<file path="src/rtl/csa_pkg.sv">
// Shared types and helpers for the carry-save stream accumulator.
//   csa_state_e  : control FSM states
//   csa_rows_at  : row count entering a given 3:2 level
//   csa_levels   : number of 3:2 levels needed to reach two rows
//   csa_ext      : sign/zero extension of an operand up to CSA_MAX_W bits
package csa_pkg;

  typedef enum logic [1:0] {
    INIT    = 2'd0,
    ACCUM   = 2'd1,
    RESOLVE = 2'd2,
    HOLD    = 2'd3
  } csa_state_e;

  // Widest accumulator the extend helper supports.
  localparam int CSA_MAX_W = 64;

  // Each level packs every full group of three rows into two.
  // Leftover rows (rows % 3) pass straight through to the next level.
  function automatic int csa_rows_at(input int rows, input int lvl);
    int n;
    n = rows;
    for (int i = 0; i < lvl; i++) n = 2 * (n / 3) + n % 3;
    return n;
  endfunction

  function automatic int csa_levels(input int rows);
    int n;
    int lv;
    n  = rows;
    lv = 0;
    while (n > 2) begin
      n  = 2 * (n / 3) + n % 3;
      lv = lv + 1;
    end
    return lv;
  endfunction

  // Shift the operand to the top of the word, then shift it back down.
  // An arithmetic shift sign-extends; a logical shift zero-extends.
  function automatic logic [CSA_MAX_W-1:0] csa_ext(input logic [CSA_MAX_W-1:0] v,
                                                   input int in_w, input bit sgn);
    logic [CSA_MAX_W-1:0] t;
    t = v << (CSA_MAX_W - in_w);
    if (sgn) return $unsigned($signed(t) >>> (CSA_MAX_W - in_w));
    else     return t >> (CSA_MAX_W - in_w);
  endfunction

endpackage

</file>
<file path="src/rtl/csa_tree.sv">
// Purely combinational 3:2 compressor tree.
//   rows_i  : ROWS addends, each ACC_W bits wide
//   sum_o   : redundant sum row
//   carry_o : redundant carry row, already weighted (shifted left by 1)
// The result is sum_o + carry_o == sum(rows_i) mod 2^ACC_W.
module csa_tree
  import csa_pkg::*;
#(
  parameter int ROWS  = 6,
  parameter int ACC_W = 48
) (
  input  logic [ROWS-1:0][ACC_W-1:0] rows_i,
  output logic [ACC_W-1:0]           sum_o,
  output logic [ACC_W-1:0]           carry_o
);

  localparam int LEVELS = csa_levels(ROWS);

  for (genvar l = 0; l < LEVELS; l++) begin : g_lvl
    localparam int N_CUR = csa_rows_at(ROWS, l);
    localparam int N_GRP = N_CUR / 3;
    localparam int N_REM = N_CUR % 3;
    localparam int N_NXT = 2 * N_GRP + N_REM;

    logic [N_CUR-1:0][ACC_W-1:0] cur;
    logic [N_NXT-1:0][ACC_W-1:0] nxt;

    if (l == 0) begin : g_src
      assign cur = rows_i;
    end else begin : g_src
      assign cur = g_lvl[l-1].nxt;
    end

    for (genvar g = 0; g < N_GRP; g++) begin : g_cell
      assign nxt[2*g]   = cur[3*g] ^ cur[3*g+1] ^ cur[3*g+2];
      // Majority carries into the next bit position. The carry out of the
      // top bit is dropped, which keeps the wrap modulo 2^ACC_W.
      assign nxt[2*g+1] = ((cur[3*g] & cur[3*g+1]) | (cur[3*g] & cur[3*g+2]) |
                           (cur[3*g+1] & cur[3*g+2])) << 1;
    end

    for (genvar p = 0; p < N_REM; p++) begin : g_pass
      assign nxt[2*N_GRP+p] = cur[3*N_GRP+p];
    end
  end

  assign sum_o   = g_lvl[LEVELS-1].nxt[0];
  assign carry_o = g_lvl[LEVELS-1].nxt[1];

endmodule

</file>
<file path="src/rtl/csa_stream_accumulator.sv">
// Streaming multi-operand accumulator with a carry-save running total.
//   clk, rst_n          : clock, async active-low reset
//   in_valid/in_ready   : operand beat handshake (in_last marks the packet end)
//   in_data             : NUM_IN operands; operand k is at [k*IN_W +: IN_W]
//   out_valid/out_ready : result handshake
//   out_data            : packet sum mod 2^ACC_W
//   out_beats           : beats in the packet, saturating
// Each beat runs only through the compressor tree. A single adder resolves
// the redundant pair once per packet, in the RESOLVE cycle.
module csa_stream_accumulator
  import csa_pkg::*;
#(
  parameter int IN_W   = 32,
  parameter int NUM_IN = 4,
  parameter int ACC_W  = 48,
  parameter int SIGNED = 1,
  parameter int CNT_W  = 16
) (
  input  logic                   clk,
  input  logic                   rst_n,
  input  logic                   in_valid,
  output logic                   in_ready,
  input  logic [NUM_IN*IN_W-1:0] in_data,
  input  logic                   in_last,
  output logic                   out_valid,
  input  logic                   out_ready,
  output logic [ACC_W-1:0]       out_data,
  output logic [CNT_W-1:0]       out_beats
);

  localparam int ROWS = NUM_IN + 2;

  csa_state_e              state_q, state_d;
  logic [ACC_W-1:0]        acc_s_q, acc_s_d, acc_c_q, acc_c_d;
  logic [CNT_W-1:0]        cnt_q, cnt_d;
  logic                    in_ready_q, in_ready_d;
  logic                    out_valid_q, out_valid_d;
  logic [ACC_W-1:0]        out_data_q, out_data_d;
  logic [CNT_W-1:0]        out_beats_q, out_beats_d;

  logic [ROWS-1:0][ACC_W-1:0] rows;
  logic [ACC_W-1:0]           tree_s, tree_c;
  logic                       accept;

  for (genvar k = 0; k < NUM_IN; k++) begin : g_ext
    assign rows[k] = ACC_W'(csa_ext(CSA_MAX_W'(in_data[k*IN_W +: IN_W]), IN_W, SIGNED != 0));
  end
  assign rows[NUM_IN]   = acc_s_q;
  assign rows[NUM_IN+1] = acc_c_q;

  csa_tree #(.ROWS(ROWS), .ACC_W(ACC_W)) u_tree (
    .rows_i  (rows),
    .sum_o   (tree_s),
    .carry_o (tree_c)
  );

  // in_ready_q is only ever high in ACCUM, so it qualifies the accept alone.
  assign accept = in_valid & in_ready_q;

  always_comb begin
    state_d     = state_q;
    acc_s_d     = acc_s_q;
    acc_c_d     = acc_c_q;
    cnt_d       = cnt_q;
    out_data_d  = out_data_q;
    out_beats_d = out_beats_q;
    unique case (state_q)
      INIT: state_d = ACCUM;
      ACCUM: if (accept) begin
        acc_s_d = tree_s;
        acc_c_d = tree_c;
        cnt_d   = (cnt_q == '1) ? cnt_q : cnt_q + 1'b1;
        if (in_last) state_d = RESOLVE;
      end
      RESOLVE: begin
        out_data_d  = acc_s_q + acc_c_q;
        out_beats_d = cnt_q;
        acc_s_d     = '0;
        acc_c_d     = '0;
        cnt_d       = '0;
        state_d     = HOLD;
      end
      HOLD: if (out_valid_q && out_ready) state_d = ACCUM;
      default: state_d = INIT;
    endcase
    // Both handshake flags are decoded from the registered state. in_ready
    // needs ACCUM on both sides of the edge. This drops it as the last beat
    // is taken, and it gives one bubble cycle after leaving HOLD.
    in_ready_d  = (state_q == ACCUM) && (state_d == ACCUM);
    out_valid_d = (state_q == HOLD) && !(out_valid_q && out_ready);
  end

  always_ff @(posedge clk or negedge rst_n) begin
    if (!rst_n) begin
      state_q     <= INIT;
      acc_s_q     <= '0;
      acc_c_q     <= '0;
      cnt_q       <= '0;
      in_ready_q  <= 1'b0;
      out_valid_q <= 1'b0;
      out_data_q  <= '0;
      out_beats_q <= '0;
    end else begin
      state_q     <= state_d;
      acc_s_q     <= acc_s_d;
      acc_c_q     <= acc_c_d;
      cnt_q       <= cnt_d;
      in_ready_q  <= in_ready_d;
      out_valid_q <= out_valid_d;
      out_data_q  <= out_data_d;
      out_beats_q <= out_beats_d;
    end
  end

  assign in_ready  = in_ready_q;
  assign out_valid = out_valid_q;
  assign out_data  = out_data_q;
  assign out_beats = out_beats_q;

endmodule
</file>
<file path="config.mk">
export PLATFORM = sky130hd
export DESIGN_NAME = csa_stream_accumulator
export DESIGN_NICKNAME = d
export VERILOG_FILES = /design/src/rtl/csa_pkg.sv /design/src/rtl/csa_tree.sv /design/src/rtl/csa_stream_accumulator.sv
export SDC_FILE = /design/constraint.sdc
export NUM_CORES = 1
export LEC_CHECK = 0
export ABC_AREA = 1
export CAP_MARGIN = 20
export CORE_MARGIN = 4
export CORE_UTILIZATION = 57
export DETAILED_ROUTE_END_ITERATION = 12
export PLACE_DENSITY_LB_ADDON = 0.1
export RECOVER_POWER = 50
export SLEW_MARGIN = 30
export SYNTH_ARGS = -nofsm -noshare
export SYNTH_HDL_FRONTEND = slang
export SYNTH_SLANG_ARGS = --single-unit
</file>
<file path="constraint.sdc">
create_clock -name clk -period 2.6 [get_ports clk]
set_input_delay 0.78 -clock clk [delete_from_list [all_inputs] [get_ports clk]]
set_output_delay 0.78 -clock clk [all_outputs]
set_load 0.02 [all_outputs]
</file>
## Word-level counts from Yosys, hierarchy flattened

Cells that the tools add are included.

- Mux-type cells: 11
- Multipliers: 0
- Add/sub/neg operators: 2
- Shift-type cells: 0
- Bitwise logic cells: 29
- Divide/modulo/power cells: 0
- Reduce and logical (&&, ||, !) cells: 8
- Eq/ne operators: 7
- $lt $le $gt $ge: 0

Operators by type and width:

| cell | count |
|---|---|
| AND 47 bit | 12 |
| XOR 48 bit | 8 |
| bitwise OR 47 bit | 8 |
| one-hot mux 48 bit (2 select lines) | 2 |
| two-way mux 48 bit | 2 |
| adder 48 bit | 1 |
| two-way mux 16 bit | 2 |
| one-hot mux 16 bit (2 select lines) | 1 |
| adder 16 x 1 -> 16 bit (second input constant) | 1 |
| == test 16 bit (second input constant) | 1 |
| one-hot mux 2 bit (4 select lines) | 1 |
| two-way mux 2 bit | 3 |
| == test 2 x 1 -> 1 bit (second input constant) | 2 |
| == test 2 bit (second input constant) | 2 |
| inequality test 2 bit (second input constant) | 2 |
| logical AND 1 bit | 3 |
| AND reduction 3 bit | 1 |
| logical NOT 2 bit | 1 |
| AND reduction 2 bit | 1 |
| nonzero test 2 bit | 1 |
| AND 1 bit | 1 |
| logical NOT 1 bit | 1 |

- Register bits: 180
- Word-level logic and storage cells: 65
- Bits in read-only memories: 0
- Memories kept: 0
- Input bits: 133
- Bits in writable memories: 0
- Output and inout bits: 66
- Latch bits: 0

## Longest topological paths before layout

- Depth in word-level cells: 11
- Gate-level depth with buffers: 15
- Mapped depth without buffers: 15

## Cells and area by module

Synthesis repeated with hierarchy kept, for this count alone.

- Cell total of the unflattened synthesis: 1,891
- Area, all modules: 15,142.0 µm²

By module, submodules not included:

| module | area each (µm²) | times used | sequential area each (µm²) | cells each |
|---|---|---|---|---|
| csa_stream_accumulator | 11,230.8 | 1 | 4,504.3 | 1,667 |
| csa_tree | 3,911.3 | 1 | 0.0 | 224 |

## Worst setup path after synthesis

No wires, ideal clock.

- Path kind: input to register
- From: input port in_data[31]
- To: register acc_s_q[46]
- Slack: -505 ps
- Required time: 2,474 ps
- Arrival time: 2,979 ps
- Stages: 5
- Library setup time: 126 ps
- Buffers on the path: 0
- Cells stage by stage: fa_1 > inv_1 > fa_1 > fa_1 > o21ai_0

- Cells in the longest elaborated chain, start to end: 10
- Elaborated cells on any way between the ends: 17
- Classes of those cells: mux: 2; bitwise: 15

Ends and longest elaborated chain:

| element | RTL line | RTL |
|---|---|---|
| from (decl) | csa_stream_accumulator.sv:23 | `input logic [NUM_IN*IN_W-1:0] in_data,` |
| AND 47 bit | csa_tree.sv:38 | `assign nxt[2*g+1] = ((cur[3*g] & cur[3*g+1]) \| (cur[3*g] & cur[3*g+2]) \|` |
| bitwise OR 47 bit (2 in series) | csa_tree.sv:38 |  |
| AND 47 bit | csa_tree.sv:38 |  |
| bitwise OR 47 bit (2 in series) | csa_tree.sv:38 |  |
| XOR 48 bit (*) (2 in series) | csa_tree.sv:35 | `assign nxt[2*g] = cur[3*g] ^ cur[3*g+1] ^ cur[3*g+2];` |
| two-way mux 48 bit (*) | csa_stream_accumulator.sv:69 | `ACCUM: if (accept) begin` |
| one-hot mux 48 bit (2 select lines) (*) | csa_stream_accumulator.sv:67 | `unique case (state_q)` |
| to (signal assigned) | csa_stream_accumulator.sv:105 | `acc_s_q <= acc_s_d;` |
| to (decl) | csa_stream_accumulator.sv:34 | `logic [ACC_W-1:0] acc_s_q, acc_s_d, acc_c_q, acc_c_d;` |

Every way passes the cells marked *; elsewhere a longest branch is shown, timed or not. The select of a mux whose other input is x is not followed.
A chain may end at the register's enable or synchronous reset.

## Worst setup path in the final report

- From: input port in_data[95]
- To: register acc_s_q[36]

The elaborated chain is that of the path after synthesis.

==> impl_metrics.json <==
{
  "status": "finished, violations left",
  "violations": "capacitance limit, slew limit",
  "rrSetupSlack_ns": 0.15,
  "routed_wl_mm": 36.02,
  "final_area_sq_mm": 0.01791,
  "synth.distinct_cells": 37,
  "layout.nets": 2375,
  "peakVddDrop_mv": 0.6087,
  "holdWs_ns": 0.4825,
  "die_area_sq_mm": 0.02847,
  "firstDrtPassIters": 5,
  "worstPathRequired_ns": 2.99,
  "endpoint": "acc_s_q[36]",
  "reg2reg_from": "acc_c_q[2]",
  "ys_ff_latch": 178,
  "p_leak_nw": 9.335,
  "areaGrowthSynthToFinish_pct": 21.60,
  "dp_cells": 2329,
  "path_cells": "clkbuf_2 -> fa_2 -> buf_12 -> fa_1 -> fa_2 -> nand2_2 -> nand2_1",
  "clock_latency_ns": 0.45,
  "yosys.area.top_type": "dfrtp_1",
  "via_count": 12265,
  "drc_errors": 0,
  "hold_class": "register to register",
  "gp_congestion": 0.9355,
  "start_kind": "input pin",
  "start_util_pct": 58.15,
  "grt_overflow": 0,
  "rsz0062_at_grt": "yes",
  "coreArea_sq_mm": 0.02533,
  "grt.total_usage_pct": 26.40,
  "ff2ff_path_depth": 14,
  "die_w_microns": 168.7,
  "critPathMaxStageDelay_ns": 0.73,
  "fill_cells": 2074,
  "antenna_left": 0,
  "io_pins": 199,
  "die_h_microns": 168.7,
  "worstPathArrival_ns": 2.94,
  "worst-setup-path-type": "input pin to register",
  "via_per_inst": 5.186,
  "fmaxAchievable_mhz": 392.5,
  "clkTransAtPathRegs_ns": 0.09,
  "layout_commonest_cell": "nand2_1",
  "drv_cap": 2,
  "layout_common_cells": "nand2_1 (537), inv_1 (353), dfrtp_1 (178)",
  "syn_area_sq_mm": 0.01473,
  "register_area_sq_mm": 0.004454,
  "cp_max_fo": 6,
  "clkSinkCount": 178,
  "synth.area.top_cells": "dfrtp_1 (30%), fa_1 (23%), nand2_1 (14%)",
  "finalHoldViolations": 0,
  "clock_path_buffers": 2,
  "dpl_cell_area_sq_mm": 0.01719,
  "cts_tree": "yes",
  "path_common_cell": "fa_2",
  "utilization_pct": 70.71,
  "syn_nets": 2187,
  "setup_viol": 0,
  "grt_max_degree": 117,
  "power_density_mw_per_mm2": 1110,
  "critPathSlowestCell": "fa_2",
  "wire_per_inst_microns": 15.23,
  "cts-buffers-inserted": 17,
  "syn_avg_cell_area_sq_um": 8.030,
  "drt_iter0_markers": 872,
  "antenna_found_initial": 0,
  "io_buffers": 198,
  "cts_max_level": 4,
  "root_buffer": "clkbuf_16",
  "period_share_pct": 98.00,
  "yosys_warnings": 0,
  "first_global_vias": 12574,
  "worst_setup_path_end_kind": "register",
  "slew_viol_final": 180,
  "skew_ns": 0.01756,
  "relSlewSlack_pct": -10.84,
  "diodes": 0,
  "min_period_ns": 2.548,
  "synthCells": 1834,
  "total_power_w": 0.01989,
  "yosysSeqAreaShare_pct": 30.24,
  "place_hpwl_mm": 28.36,
  "final_cells": 2365,
  "yosysTopAreaCellShare_pct": 30.24,
  "drive_gt1_share_pct": 6.339,
  "multiInputGateArea_sq_mm": 0.008766,
  "grt_pass1_wl_mm": 61.29,
  "r2r-end": "out_data[38]",
  "core.rowCount": 58,
  "tightest_slew_ns": 1.663,
  "worstSetupStartpoint": "in_data[95]"
}
## power breakdown
group	total, W	switching [W]	internal, W
Clock	0.00282	0.00139	0.00143
Combinational	0.0122	0.00711	0.00505
Sequential	0.00491	0.00106	0.00385
## metal layers
layer | global-route usage [%] | vias up | routed length (microns)
met2 | 44.86 | 358 | 17730
li1 | - | 5965 | -
met1 | 36.05 | 5891 | 15410
met5 | 0 | - | 0
met4 | 6.775 | 0 | 693
met3 | 3.830 | 51 | 2182
## metrics by stage
stage	setup TNS, ns	worst slack, ns
4_1_cts	0	0.0008142
5_1_grt	-0.01456	-0.01456
2_1_floorplan	-4.026	-0.2163
3_3_place_gp	-41.44	-0.6068
3_5_place_dp	-44.62	-0.6565
6_report	0	0.05207
## cells by family (layout without fill, tap and decap cells)
logic type               count (synthesis)  count (layout)  synth area share, %
AO/OA/AOI/OAI                          158             158                5.581
XOR/XNOR                                28              28                1.716
adder cells (fa/ha/maj)                220             220                27.36
buffers and inverters                  409             610                10.66
flip-flops                             178             178                30.24
AND/OR/NAND/NOR                        841             841                24.44
## worst max-delay path, delay by kind of cell
family / cells / cell delay (ns)
adders and majority gates: 3 / 1.75
buffers and inverters: 2 / 0.28
and+or+nand+nor: 2 / 0.12
## flip-flops by register name (all words and copies together) (netlist names)
register   cells
acc_s_q       48
acc_c_q       46
out_valid      1
cnt_q         16
out_data      48
in_ready       1
out_beats     16
state_q        2
## synthesized netlist by cell type
master / instances
o21bai_1: 4
and2_1: 1
xor2_2: 1
o21bai_2: 1
nor3_2: 2
inv_2: 7
nand3b_1: 4
nor4_1: 4
o22ai_1: 4
buf_6: 2
nand4_1: 11
nor3_1: 11
nand4_2: 1
nand2_2: 5
o31ai_1: 3
a21oi_1: 34
clkbuf_1: 22
inv_1: 356
o21ai_1: 9
nand2_4: 2
ha_1: 50
buf_1: 8
nor2_2: 17
o21ai_0: 102
fa_1: 170
nand2_1: 539
xor2_1: 10
nor2_1: 73
a211oi_1: 1
dfrtp_1: 178
nand3_1: 156
or2_2: 3
buf_2: 13
xnor2_1: 17
nand3_2: 8
buf_4: 1
nor2_4: 4
## what timing repair did
item	4_1_cts	5_1_grt
resized for setup	42	49
endpoints found under the setup margin	53	52
cloned	2	1
hold buffers	0	0
setup buffers	1	1
pin swaps	33	45
## area by class of cell
class | count | share of cell area [%]
clock inverter | 15 | 1.285
inverter | 363 | 7.636
timing repair buffer | 215 | 12.58
sequential | 178 | 24.87
multi-input combinational | 1247 | 48.95
clock buffer | 17 | 2.375
tap | 330 | 2.305
## how the worst min path moves through the flow
stage,cells past startpoint,end,slack (ns),start
after floorplan,1,in_ready,0.45,state_q[1]
after global placement,2,out_beats[14],0.46,out_beats[14]
after detailed placement,2,out_data[46],0.47,out_data[46]
after CTS,2,acc_s_q[13],0.31,rst_n
after global routing,1,in_ready,0.51,state_q[1]
final,2,out_data[46],0.48,out_data[46]
(Power assumes the default switching activity.)
